**src/rtl/fetch_control_pkg.sv**
```systemverilog
// cpuConfig: shared instruction-format widths, opcode/state enums and decode helpers
// for the fetch/control block.
package cpuConfig;
  localparam int OPCODE_W  = 3;
  localparam int FUNC_W    = 3;
  localparam int RD_W      = 3;
  localparam int OPERAND_W = 8;
  localparam int INSTR_W   = OPCODE_W + FUNC_W + RD_W + OPERAND_W;

  typedef logic [FUNC_W-1:0] aluFunc_t;

  typedef enum logic [2:0] {
    OP_NOP   = 3'd0,
    OP_ALU   = 3'd1,
    OP_ALUI  = 3'd2,
    OP_ALUSW = 3'd3,
    OP_WAIT  = 3'd4,
    OP_JMP   = 3'd5,
    OP_BZ    = 3'd6,
    OP_HALT  = 3'd7
  } opcode_t;

  typedef enum logic [1:0] {
    S_RUN          = 2'd0,
    S_WAIT_PRESS   = 2'd1,
    S_WAIT_RELEASE = 2'd2,
    S_HALT         = 2'd3
  } state_t;

  function automatic logic is_reg_write(opcode_t op);
    return (op == OP_ALU) || (op == OP_ALUI) || (op == OP_ALUSW);
  endfunction

  function automatic logic is_imm_op(opcode_t op);
    return (op == OP_ALUI) || (op == OP_ALUSW);
  endfunction
endpackage

```
**src/rtl/fetch_control_rom.sv**
```systemverilog
// prog_rom: combinational program ROM; contents arrive as a flattened image
// (word a at bits [a*WORD_W +: WORD_W]) generated from the program hex file.
module prog_rom #(
  parameter int P_SIZE = 6,
  parameter int WORD_W = 17,
  parameter logic [(2**P_SIZE)*WORD_W-1:0] ROM_IMAGE = '0
) (
  input  logic [P_SIZE-1:0] i_addr,
  output logic [WORD_W-1:0] o_data
);
  logic [WORD_W-1:0] w_mem [2**P_SIZE];

  for (genvar g = 0; g < 2**P_SIZE; g++) begin : g_word
    assign w_mem[g] = ROM_IMAGE[g*WORD_W +: WORD_W];
  end

  assign o_data = w_mem[i_addr];
endmodule

```
**src/rtl/fetch_control.sv**
```systemverilog
// fetch_control: single-issue fetch/decode sequencer with WAIT-button handshake and HALT.
// Define FETCH_CONTROL_BTN_SYNC_EN to pass the WAIT button through a 2-flop synchronizer.
module fetch_control
  import cpuConfig::*;
#(
  parameter int N      = 8,
  parameter int A_SIZE = 3,
  parameter int R_SIZE = 3,
  parameter int P_SIZE = 6,
  parameter logic [(2**P_SIZE)*(OPCODE_W+A_SIZE+R_SIZE+N)-1:0] ROM_IMAGE = '0
) (
  input  logic              clk,
  input  logic              reset,
  input  logic [9:0]        switchesIn,
  input  logic              zeroIn,
  output logic              writeReg,
  output aluFunc_t          aluFunc,
  output logic              aluImmediate,
  output logic              immSwitches,
  output logic [R_SIZE-1:0] opD,
  output logic [N-1:0]      opS,
  output logic [P_SIZE-1:0] pcOut,
  output logic              halted
);
  localparam int WORD_W = OPCODE_W + A_SIZE + R_SIZE + N;

  logic [WORD_W-1:0] w_instr;
  opcode_t           w_op;
  state_t            r_state;
  logic [P_SIZE-1:0] r_pc;
  logic [P_SIZE-1:0] w_pc_inc;
  logic [P_SIZE-1:0] w_target;
  logic              w_btn;
  logic              w_unused;

  prog_rom #(
    .P_SIZE   (P_SIZE),
    .WORD_W   (WORD_W),
    .ROM_IMAGE(ROM_IMAGE)
  ) u_rom (
    .i_addr(r_pc),
    .o_data(w_instr)
  );

  assign w_op     = opcode_t'(w_instr[WORD_W-1 -: OPCODE_W]);
  assign w_pc_inc = r_pc + P_SIZE'(1'b1);
  assign w_target = w_instr[P_SIZE-1:0];
  // Low switch bits belong to the datapath's immediate path, not to sequencing.
  assign w_unused = ^switchesIn[8:0];

`ifdef FETCH_CONTROL_BTN_SYNC_EN
  logic [1:0] r_sync;

  always_ff @(posedge clk) begin
    if (reset) begin
      r_sync <= 2'b00;
    end else begin
      r_sync <= {r_sync[0], switchesIn[9]};
    end
  end

  assign w_btn = r_sync[1];
`else
  assign w_btn = switchesIn[9];
`endif

  always_ff @(posedge clk) begin
    if (reset) begin
      r_state <= S_RUN;
      r_pc    <= '0;
    end else begin
      case (r_state)
        S_RUN: begin
          case (w_op)
            OP_WAIT: r_state <= S_WAIT_PRESS;
            OP_HALT: r_state <= S_HALT;
            OP_JMP:  r_pc    <= w_target;
            OP_BZ:   r_pc    <= zeroIn ? w_target : w_pc_inc;
            default: r_pc    <= w_pc_inc;
          endcase
        end
        S_WAIT_PRESS: begin
          if (w_btn) r_state <= S_WAIT_RELEASE;
        end
        // Advance only on release so one press yields exactly one step.
        S_WAIT_RELEASE: begin
          if (!w_btn) begin
            r_state <= S_RUN;
            r_pc    <= w_pc_inc;
          end
        end
        default: r_state <= S_HALT;
      endcase
    end
  end

  always_comb begin
    writeReg     = 1'b0;
    aluImmediate = 1'b0;
    immSwitches  = 1'b0;
    if (r_state == S_RUN) begin
      writeReg     = !reset && is_reg_write(w_op);
      aluImmediate = is_imm_op(w_op);
      immSwitches  = (w_op == OP_ALUSW);
    end else begin
      writeReg     = 1'b0;
      aluImmediate = 1'b0;
      immSwitches  = 1'b0;
    end
  end

  assign aluFunc = aluFunc_t'(w_instr[N+R_SIZE +: A_SIZE]);
  assign opD     = w_instr[N +: R_SIZE];
  assign opS     = w_instr[N-1:0];
  assign pcOut   = r_pc;
  assign halted  = (r_state == S_HALT);
endmodule

```
**config.mk**
```make
export PLATFORM = sky130hd
export DESIGN_NAME = fetch_control
export DESIGN_NICKNAME = d
export VERILOG_FILES = /design/src/rtl/fetch_control_pkg.sv /design/src/rtl/fetch_control_rom.sv /design/src/rtl/fetch_control.sv
export SDC_FILE = /design/constraint.sdc
export NUM_CORES = 1
export LEC_CHECK = 0
export CORE_MARGIN = 1.5
export CORE_UTILIZATION = 35
export DETAILED_ROUTE_END_ITERATION = 16
export PLACE_DENSITY = 0.87
export SLEW_MARGIN = 25
export SYNTH_ARGS = -nofsm -noshare
export SYNTH_HDL_FRONTEND = slang
export SYNTH_SLANG_ARGS = --single-unit
```
**constraint.sdc**
```tcl
create_clock -name clk -period 2.05 [get_ports clk]
set_clock_uncertainty 0.15 [all_clocks]
set_input_delay 0.205 -clock clk [delete_from_list [all_inputs] [get_ports clk]]
set_output_delay 0.205 -clock clk [all_outputs]
set_load 0.01 [all_outputs]
```
* After elaboration in Yosys (flattened, before gate mapping)
Memories as Yosys holds them, arrays and structs flattened. Cells that the tools add are included.
Word-level totals: register bits after elaboration 8, ROM bits 1088, input port bits 13, word-level logic and storage cells 43, memories 1
Memories:
- (no name shown) | words 64, width 17, read ports 1, clocked after memory_dff 0, wr ports 0, line fetch_control_rom.sv:17 | assign o_data = w_mem[i_addr];
Cells by class: $add $sub $neg 1, $lt $le $gt $ge 1, equality and inequality tests 14, multiplexer cells 13, bitwise operators 1, reductions and logical operators 10
Operators by type and width (count):
- $mux W17 | 2
- $pmux W6 S3 | 1
- $eq A3 B3 Y1 const B | 4
- $mux W6 | 2
- $pmux W6 S2 | 1
- $ge A7 B7 Y1 const B | 1
- $not A6 Y7 | 1
- $add A6 B1 Y6 const B | 1
- $eq A3 B2 Y1 const B | 2
- $ne A2 B2 Y1 const B | 3
- $pmux W2 S3 | 1
- $reduce_and A3 Y1 | 2
- $eq A2 B2 Y1 const B | 2
- $mux W2 | 2
- $pmux W2 S2 | 1
- $eq A3 B1 Y1 const B | 1
- $logic_or A1 B1 Y1 | 3
- $mux W1 | 3
- $ne A3 B1 Y1 const B | 1
- $eq A2 B1 Y1 const B | 1
- $logic_not A2 Y1 | 1
- $reduce_bool A2 Y1 | 1
- $reduce_or A2 Y1 | 1
- $logic_and A1 B1 Y1 | 1
- $logic_not A1 Y1 | 1

* Longest topological paths before layout
Gate-level depths: netlist of run 1.
depth after elaboration 9, gate-level depth with buffers 6, mapped depth without buffers 6

* Modules after synthesis
A second synthesis of run 1 with hierarchy kept.
Unflattened totals: cell total of the unflattened synthesis 92, area total of the unflattened synthesis 757.0 sq um
By module, submodules not included:
- fetch_control | instances 1, cells each 74, area an instance 625.6 sq um
- prog_rom | instances 1, cells each 18, area an instance 131.4 sq um

* Least setup slack after synthesis of run 1
OpenSTA, ideal clock, no wires.
kind register to register, from reg r_state[0], to reg r_pc[5] (netlist: pcOut[5]), data arrival time 1.264 ns, setup slack 0.512 ns, stages on the path, launching flop included 7, period minus slack after synthesis 1.538 ns, cells stage by stage dfxtp_1 inv_1 ha_1 nand2b_4 a211oi_2 xnor2_1 nor2_1
On the way: word-level cells in the longest chain between the ends 3
RTL lines:
- start, declared | line fetch_control.sv:29 | state_t r_state;
- start signal, assigned | line fetch_control.sv:69 | r_state <= S_RUN;
- start signal, assigned | line fetch_control.sv:75 | OP_WAIT: r_state <= S_WAIT_PRESS;
- start signal, assigned | line fetch_control.sv:76 | OP_HALT: r_state <= S_HALT;
- $eq A2 B2 Y1 / $logic_not A2 Y1 (equally long branches) | line fetch_control.sv:72 | case (r_state)
- $ne A2 B2 Y1 (no source line) / $reduce_bool A2 Y1 (equally long branches)
- $reduce_and A3 Y1 (no source line)
- end signal, assigned | line fetch_control.sv:77 | OP_JMP: r_pc <= w_target;
- end signal, assigned | line fetch_control.sv:78 | OP_BZ: r_pc <= zeroIn ? w_target : w_pc_inc;
- end signal, assigned | line fetch_control.sv:79 | default: r_pc <= w_pc_inc;
- end, declared | line fetch_control.sv:30 | logic [P_SIZE-1:0] r_pc;
Parallel ways exist; a longest one is shown, timed or not. A chain may end at the register's enable or synchronous reset.

* Worst setup path in the final report of run 1
from reg r_state[1], to out halted
On the way: word-level cells in the longest chain between the ends 1
RTL lines:
- $eq A2 B2 Y1 | line fetch_control.sv:116 | assign halted = (r_state == S_HALT);
- end, declared | line fetch_control.sv:23 | output logic halted
Every way passes these cells.

==> out/summary.log, run 1 <==
INFO  run_status     run_status=finished, final reports clean
INFO  worst_setup_path critical_path.reg2reg.startpoint=r_state[0]
INFO  floorplanning  die_y=43.42um
INFO  layout         instances_no_fill=92
INFO  min_path       min-delay-path-class=flip-flop to flip-flop
INFO  min_path       worst_hold_path_ep=pcOut[1]
INFO  worst_setup_path crit_path_max_fanout=6
INFO  placed_design  place_hpwl=633.8um
INFO  timing         worst_hold_slack=0.3554ns
INFO  layout         areaGrowthSynthToFinish=10.72%
INFO  layout         layout.cell_area.non_filler=633.1um2
INFO  synthesis      synth.ff_latch_count=8
INFO  synthesis      postSynth.topFlopCell=dfxtp_1
INFO  min_path       worst_hold_startpoint=pcOut[1]
INFO  grt            gr-usage-all-layers=0.09528
INFO  pwr            power_per_cell_area=518.1nW/um2
INFO  synthesis      synthDominantAreaCellType=dfxtp_1
INFO  timing         final_setup_margin=0.2784ns
INFO  timing         final.setup.tns=0ns
INFO  cts            worstSkewPairLatency=0.25ns
INFO  pwr            leakagePower=0.2683nW
INFO  synthesis      synth-compound-area-share=0.1204
INFO  worst_setup_path setup.worst_path.class=flip-flop to primary output
INFO  worst_setup_path max_stage_delay=0.54ns
INFO  cts            cts.repair.resized=0
INFO  pwr            cellInternalPower=0.2456mW
INFO  synthesis      synth.lib_cells_used.distinct=21
INFO  run            drv.max_cap_violation_count=0
INFO  layout         nets=96
INFO  layout         final_layout_size_suffix_gt1_frac=0.07895
INFO  worst_setup_path crit_path_leading_delay_family=buffers and inverters
INFO  synthesis      post_synth_instance_area=571.8um2
INFO  pwr            p_switching=0.08240mW
INFO  worst_setup_path startpoint_type=flip-flop
INFO  synthesis      post-synth-top-area-fraction=0.2801
INFO  floorplanning  die_area=1885um2
INFO  grt            globalRoute.totalOverflow=0
INFO  worst_setup_path critPathArrivalTime=1.42ns
INFO  timing         maxSlewViolCount=0
INFO  synthesis      ys_top_cells_by_area=dfxtp_1 (28%), buf_4 (22%), ha_1 (11%)
INFO  layout         final_core_util=0.4154
INFO  floorplanning  io_pins=37
INFO  placed_design  portBuffers=9
INFO  route          route.detailed.drc=0
INFO  pwr            ir_drop=0.3137mV
INFO  cts            cts-root-buf=clkbuf_4
INFO  cts            post-cts-setup-buffers=0
INFO  worst_setup_path critical_path_required=1.69ns
INFO  pwr            clock_power_share=0.358
INFO  timing         timing.fmax=0.5645GHz
INFO  worst_setup_path crit_path_cell_trace=ha_1 -> clkdlybuf4s50_1
INFO  route          vias=390
INFO  synthesis      muxShareOfSynthArea=0
INFO  synthesis      synth_edf_count=0
INFO  synthesis      synth_simple_gate_area_share=0.1641
INFO  placed_design  worst_slack_at_placement=0.3814ns
INFO  worst_setup_path timing.reg2reg.setup_slack=0.40ns
INFO  grt            grt_pass1_wl=1311um
INFO  grt            grt_pass1_vias=319
INFO  synthesis      synth_top_family_by_area=buffers and inverters
INFO  route          drt_iter0_markers=1
INFO  timing         timing.final.hold_violations=0
INFO  route          finalWirelength=776um
INFO  timing         setup-violations-final=0
INFO  cts            cts_htree_levels=1
INFO  route          wl_per_cell=8.435um
INFO  synthesis      post_synth_xor_area_fraction=0.07659
INFO  layout         antenna_cells_inserted=0
INFO  cts            tritoncts=yes
INFO  layout         nFillCells=158
INFO  synthesis      postSynth.asyncResetShare=0
INFO  timing         setup_repair_after_global_routing_missed_its_margin=false
INFO  worst_setup_path timing.reg2reg.worst_path_depth=6
INFO  synthesis      synthesis.area_per_instance=8.664um2
INFO  pwr            comb_power_share=0.135
INFO  placed_design  gpl.final_weighted_congestion=0.7503
INFO  floorplanning  die_x=43.42um
INFO  grt            grt_max_degree=9
INFO  route          detail_route.vias_per_cell=4.239
INFO  placed_design  detailed_place.area=610.6um2
INFO  synthesis      yosysWarnings=0
INFO  route          drtPass1Iterations=2
INFO  floorplanning  core=1524um2
INFO  placed_design  placed_cells=89
INFO  timing         finalWorstPathRequiredPeriod=1.772ns
INFO  cts            max-clock-path-buffers=2
INFO  worst_setup_path critical_path.reg2reg.endpoint=pcOut[5]
INFO  synthesis      synthAdderAreaFrac=0.1094
INFO  pwr            p_sw_frac=0.2512
INFO  route          route.antenna.remaining_nets=0
INFO  cts            hold_bufs_at_cts=0
INFO  pwr            power.share.sequential=0.507
INFO  cts            tritoncts.num_buffers=3
INFO  cts            cts.clk_slew.worst_paths=0.05ns
INFO  synthesis      synth_sequential_area_ratio=0.2801
INFO  cts            tritoncts_num_sinks=8
INFO  min_path       whs_path_depth=2
INFO  floorplanning  core.rowCount=14
INFO  worst_setup_path slowest_cell_on_the_critical_path=clkdlybuf4s50_1
INFO  worst_setup_path worstSetupEndpointType=primary output
INFO  synthesis      post_synthesis_cells=66
INFO  timing         tcrit_tclk_final=0.8642
INFO  worst_setup_path cp.depth=2
INFO  pwr            power_consumption=0.3280mW
INFO  grt            number_of_antenna_violations_at_the_first_check_in_global_routing=0
INFO  worst_setup_path cp.buffers_inverters=1
INFO  floorplanning  start_util=0.3752
## cell usage after synthesis (2+ instances only)
master / count
nor2_1: 7
nand3_1: 2
buf_4: 17
nor2b_1: 3
nand2_1: 3
a21oi_1: 3
nand2b_4: 2
dfxtp_1: 8
ha_1: 5
inv_1: 2
xor2_1: 2
xnor2_1: 3
## final cells by class
class / count / area [um2] / area share
Clock buffer: 3 / 22.52 / 0.03557
Sequential cell: 8 / 160.2 / 0.2530
Tap cell: 16 / 20.02 / 0.03162
Inverter: 2 / 7.507 / 0.01186
Multi-Input combinational cell: 54 / 332.8 / 0.5257
Timing Repair Buffer: 9 / 90.09 / 0.1423
## cells by family (layout without fill, tap and decap cells)
logic type / after synthesis / in the layout
xor+xnor: 5 / 5
simple gates: 17 / 17
other cells: 1 / 17
buf+inv: 20 / 14
fa+ha+maj: 5 / 5
flops: 8 / 8
compound gates: 10 / 10
## per-layer routing
layer / track usage / up-vias / wire, um
met3: 0.06667 / 0 / 73
met1: 0.1128 / 170 / 329
met4: 0.01818 / 0 / 0
met5: 0 / - / 0
met2: 0.1433 / 19 / 373
li1: - / 201 / -
## power by group through the flow
stage,Combinational (mW),Clock [mW],Sequential (mW)
CTS,0.0444,0.125,0.166
global placement,0.0435,0,0.169
detailed placement,0.0443,0,0.170
floorplan,0.0500,0,0.171
global route,0.0502,0.132,0.167
finish,0.0444,0.117,0.166
## cells in the final DEF (no fill, tap or decap), drive strengths merged, types with 3 or more instances in the layout
| master | count |
|---|---|
| clkdlybuf4s50 | 9 |
| a21oi | 3 |
| nor2b | 3 |
| clkbuf | 3 |
| nor2 | 7 |
| conb | 17 |
| xnor2 | 3 |
| nand2 | 3 |
| ha | 5 |
| dfxtp | 8 |
## sequential cells by signal, summed over array words and instances, names as in the netlist
register,count
pcOut,6
r_state,2
## worst max path at each step
stage / start / to / slack, ns
floorplan: r_state[0] / pcOut[5] / 0.51
global placement: r_state[0] / pcOut[4] / 0.44
detailed placement: r_state[0] / pcOut[5] / 0.38
CTS: r_state[0] / halted / 0.25
global route: r_state[0] / halted / 0.19
finish: r_state[1] / halted / 0.28
## tightest hold or removal path, delay by kind of cell (launching register included)
kind	cells	cell delay, ns
compound gates	1	0.05
flops	1	0.33
simple gates	1	0.07
Power figures use the tool's default switching activity.
==> inputs of run 2 (changes only) <==
--- a/config.mk
+++ b/config.mk
@@ -5,11 +5,14 @@
 export SDC_FILE = /design/constraint.sdc
 export NUM_CORES = 1
 export LEC_CHECK = 0
+export CORE_ASPECT_RATIO = 0.75
 export CORE_MARGIN = 1.5
 export CORE_UTILIZATION = 35
 export DETAILED_ROUTE_END_ITERATION = 16
-export PLACE_DENSITY = 0.87
-export SLEW_MARGIN = 25
+export PLACE_DENSITY = 0.8
+export SETUP_SLACK_MARGIN = 0.5
+export SLEW_MARGIN = 20
 export SYNTH_ARGS = -nofsm -noshare
 export SYNTH_HDL_FRONTEND = slang
+export SYNTH_HIERARCHICAL = 1
 export SYNTH_SLANG_ARGS = --single-unit
==> run 2 against run 1 <==
  * Synthesized cell count increased by 39%
  * Final cell count increased by 37%
  * Critical path depth increased by 3
  * Global-route usage increased by 3.6 points
  * Combinational power increased to 13 times the previous value
  * Setup slack improved by 0.26 ns
  * Count of clock-buffer cells in the layout unchanged
  * Worst hold slack got worse by 0.0055 ns
  * Sequential power increased by 69%
  * Via count increased by 66%
  * Critical path type is now flip-flop to flip-flop
  * Critical endpoint is now r_state[0]
==> out/summary.log, run 2 <==
INFO  timing         timing.fmax=0.6630GHz [+17%]
INFO  timing         setup-violations-final=0 [unchanged]
INFO  timing         setup_repair_after_global_routing_missed_its_margin=true
INFO  layout         multi_input_area=510.5um2 [+53%]
INFO  layout         largest_reg_flops=6 [unchanged]
INFO  route          drt_iter0_markers=22 [+21]
INFO  synthesis      post-synth-top-area-fraction=0.2116 [-0.06852]
INFO  pwr            ir_drop=0.5389mV [+72%]
INFO  timing         finalWorstPathRequiredPeriod=1.508ns [-0.2633 ns]
INFO  worst_setup_path crit_path_cell_trace=inv_1 -> ha_1 -> mux2i_1 -> a21oi_1 -> a311oi_1
INFO  run            drv.max_cap_violation_count=0 [unchanged]
INFO  pwr            power_per_cell_area=1122nW/um2 [+120%]
INFO  layout         layout.cells.most_common=conb_1
INFO  worst_setup_path critical_path_required=2.06ns [+0.37 ns]
INFO  cts            cts.clk_slew.worst_paths=0.06ns [about the same]
INFO  placed_design  gpl.final_weighted_congestion=0.7920 [+5.6%]
INFO  grt            globalRoute.totalOverflow=0 [unchanged]
INFO  route          vias=648 [+66%]
INFO  grt            grt_max_degree=12 [+3]
INFO  cts            post-cts-setup-buffers=0 [unchanged]
INFO  layout         most_used_cells_in_the_layout_excluding_fill_and_tap_cells=conb_1 (17), inv_1 (9), a21oi_1 (6), mux2i_1 (6), nor2_1 (5)
INFO  floorplanning  io_pins=37 [unchanged]
INFO  synthesis      postSynth.topFlopCell=dfxtp_1
INFO  layout         layout.cell_area.non_filler=872.1um2 [+38%]
INFO  cts            cts-root-buf=clkbuf_4
INFO  grt            gr-max-usage-layer=met2
INFO  cts            max-clock-path-buffers=2 [unchanged]
INFO  cts            cts_htree_levels=1 [unchanged]
INFO  run_status     run_status=finished, final reports clean
INFO  cts            worstSkewPairLatency=0.26ns [about the same]
INFO  worst_setup_path startpoint_type=flip-flop
INFO  layout         instances_no_fill=126 [+37%]
INFO  floorplanning  die_x=56.70um [+31%]
INFO  placed_design  portBuffers=10 [+1]
INFO  route          finalWirelength=1550um [+100%]
INFO  cts            tritoncts_num_sinks=8 [unchanged]
INFO  worst_setup_path critPathArrivalTime=1.52ns [+0.10 ns]
INFO  cts            hold_bufs_at_cts=0 [unchanged]
INFO  layout         nets=122 [+27%]
INFO  grt            gr-usage-all-layers=0.1314 [+0.03608]
INFO  synthesis      synth_sequential_area_ratio=0.2116 [-0.06852]
INFO  cts            tritoncts.num_buffers=3 [unchanged]
INFO  worst_setup_path setup.worst_path.class=flip-flop to flip-flop
INFO  synthesis      muxShareOfSynthArea=0.07934 [+0.07934]
INFO  synthesis      synth-compound-area-share=0.2116 [+0.09122]
INFO  grt            grtUsageMet1=0.1639 [+0.05108]
INFO  floorplanning  core.rowCount=14 [unchanged]
INFO  worst_setup_path max_stage_delay=0.37ns [-0.17 ns]
INFO  grt            met3_track_demand_over_resource_in_global_routing=0.03963 [-0.02703]
INFO  layout         nFillCells=211 [+34%]
INFO  timing         worst_margin_slew=0.5862ns
INFO  route          route.antenna.remaining_nets=0 [unchanged]
INFO  layout         seqCellArea=168.9um2 [+5.5%]
INFO  floorplanning  die_y=43.28um [-0.33%]
INFO  timing         worst_max_slew_margin_expressed_relative_to_the_limit=0.6037
INFO  timing         timing.final.hold_violations=0 [unchanged]
INFO  layout         antenna_cells_inserted=0 [unchanged]
INFO  synthesis      synth.ff_latch_count=8 [unchanged]
INFO  grt            grt_pass1_wl=2442um [+86%]
INFO  synthesis      synth.most_common_cell=buf_4
INFO  synthesis      synth_simple_gate_area_share=0.1504 [-0.01370]
INFO  route          route.detailed.drc=0 [unchanged]
INFO  synthesis      synthDominantAreaCellType=dfxtp_1
INFO  synthesis      post_synth_instance_area=757.0um2 [+32%]
INFO  synthesis      synth_top_family_by_area=buffers and inverters
INFO  synthesis      synthAdderAreaFrac=0.08264 [-0.02676]
INFO  grt            grt_pass1_vias=561 [+76%]
INFO  synthesis      synth.lib_cells_used.distinct=29 [+38%]
INFO  synthesis      ys_top_cells_by_area=dfxtp_1 (21%), buf_4 (17%), ha_1 (8.3%)
INFO  synthesis      yosysWarnings=6 [+6]
INFO  synthesis      synth_edf_count=0 [unchanged]
INFO  floorplanning  start_util=0.3725 [-0.002668]
INFO  synthesis      post_synth_xor_area_fraction=0.01157 [-0.06502]
INFO  timing         tcrit_tclk_final=0.7358 [-0.1284]
INFO  layout         areaGrowthSynthToFinish=15.21%
INFO  floorplanning  die_area=2454um2 [+30%]
INFO  route          wl_per_cell=12.30um [+46%]
INFO  worst_setup_path crit_path_max_fanout=4 [-2]
INFO  pwr            leakagePower=0.4429nW [+65%]
INFO  floorplanning  core=2032um2 [+33%]
INFO  worst_setup_path worstSetupEndpointType=flip-flop
INFO  synthesis      postSynth.asyncResetShare=0 [unchanged]
INFO  route          drtPass1Iterations=4 [+2]
INFO  pwr            power_consumption=0.9786mW [+200%]
INFO  min_path       min-delay-path-class=flip-flop to flip-flop
INFO  timing         maxSlewViolCount=0 [unchanged]
INFO  placed_design  placed_cells=123 [+38%]
INFO  route          detail_route.vias_per_cell=5.143 [+21%]
INFO  cts            tritoncts=yes
INFO  worst_setup_path slowest_cell_on_the_critical_path=dfxtp_4
INFO  synthesis      synthesis.area_per_instance=8.228um2 [-5.0%]
INFO  placed_design  detailed_place.area=797.0um2 [+31%]
INFO  grt            grt_util_met2=0.2163 [+0.07300]
INFO  placed_design  place_hpwl=1110um [+75%]
INFO  layout         final_core_util=0.4292 [+0.01375]
INFO  layout         final_layout_size_suffix_gt1_frac=0.1667 [+0.08772]
INFO  timing         final.setup.tns=0ns [unchanged]
INFO  grt            number_of_antenna_violations_at_the_first_check_in_global_routing=0 [unchanged]
INFO  synthesis      ys_top_cells_by_count=buf_4 (17), inv_1 (10), dfxtp_1 (8)
INFO  synthesis      post_synthesis_cells=92 [+39%]
==> run 2: cell type report <==
cell class / count / share of cell area
tap: 24 / 0.03443
sequential: 8 / 0.1937
inverter: 10 / 0.04304
timing repair buffer: 10 / 0.1176
multi-input combinational: 71 / 0.5854
clock buffer: 3 / 0.02582
==> run 2: timing repair <==
action,4_1_cts,5_1_grt
setup endpoints to repair,14,11
gates resized for setup,14,7
cloned,0,0
==> run 2: per-layer routing <==
metal  wire length, um  up-vias
met1               723      305
li1                  -      313
met4                 8        0
met2               703       28
met5                 0        -
met3               113        2
==> run 2: through the flow <==
step,setup WS [ns],hold slack (ns)
after global placement,0.4310,0.3337
after floorplan,0.5706,0.2409
after detailed placement,0.3695,0.3407
final,0.5417,0.3499
after CTS,0.5049,0.3502
after global routing,0.4964,0.3760
==> run 2: critical path: cells and delay by family, from the launching register on <==
| family | cells | cell delay [ns] |
|---|---|---|
| multiplexers | 1 | 0.24 |
| AO/OA/AOI/OAI | 2 | 0.37 |
| buffers and inverters | 1 | 0.08 |
| adder cells (fa/ha/maj) | 1 | 0.20 |
| flip-flops | 1 | 0.37 |
==> run 2: worst paths after layout <==
kind / from / end / slack, ns / depth (start not counted)
max: r_state[1] / r_state[0] / 0.54 / 5
min: pcOut[5] / pcOut[5] / 0.35 / 2
max reg2reg: r_state[1] / r_state[0] / 0.54 / 5
min reg2reg: pcOut[5] / pcOut[5] / 0.35 / 2
==> run 2: power by group <==
part	internal (mW)	leakage [nW]	total, mW	switching, mW
logic	0.262	0.361	0.572	0.310
registers	0.215	0.0678	0.280	0.0655
clock network	0.0674	0.0138	0.126	0.0590
==> run 2: cells by family after synthesis <==
family                   after synthesis
buffers and inverters                 29
AND/OR/NAND/NOR                       22
AO/OA/AOI/OAI                         20
flip-flops                             8
multiplexers                           6
adder cells (fa/ha/maj)                5
other                                  1
XOR/XNOR                               1
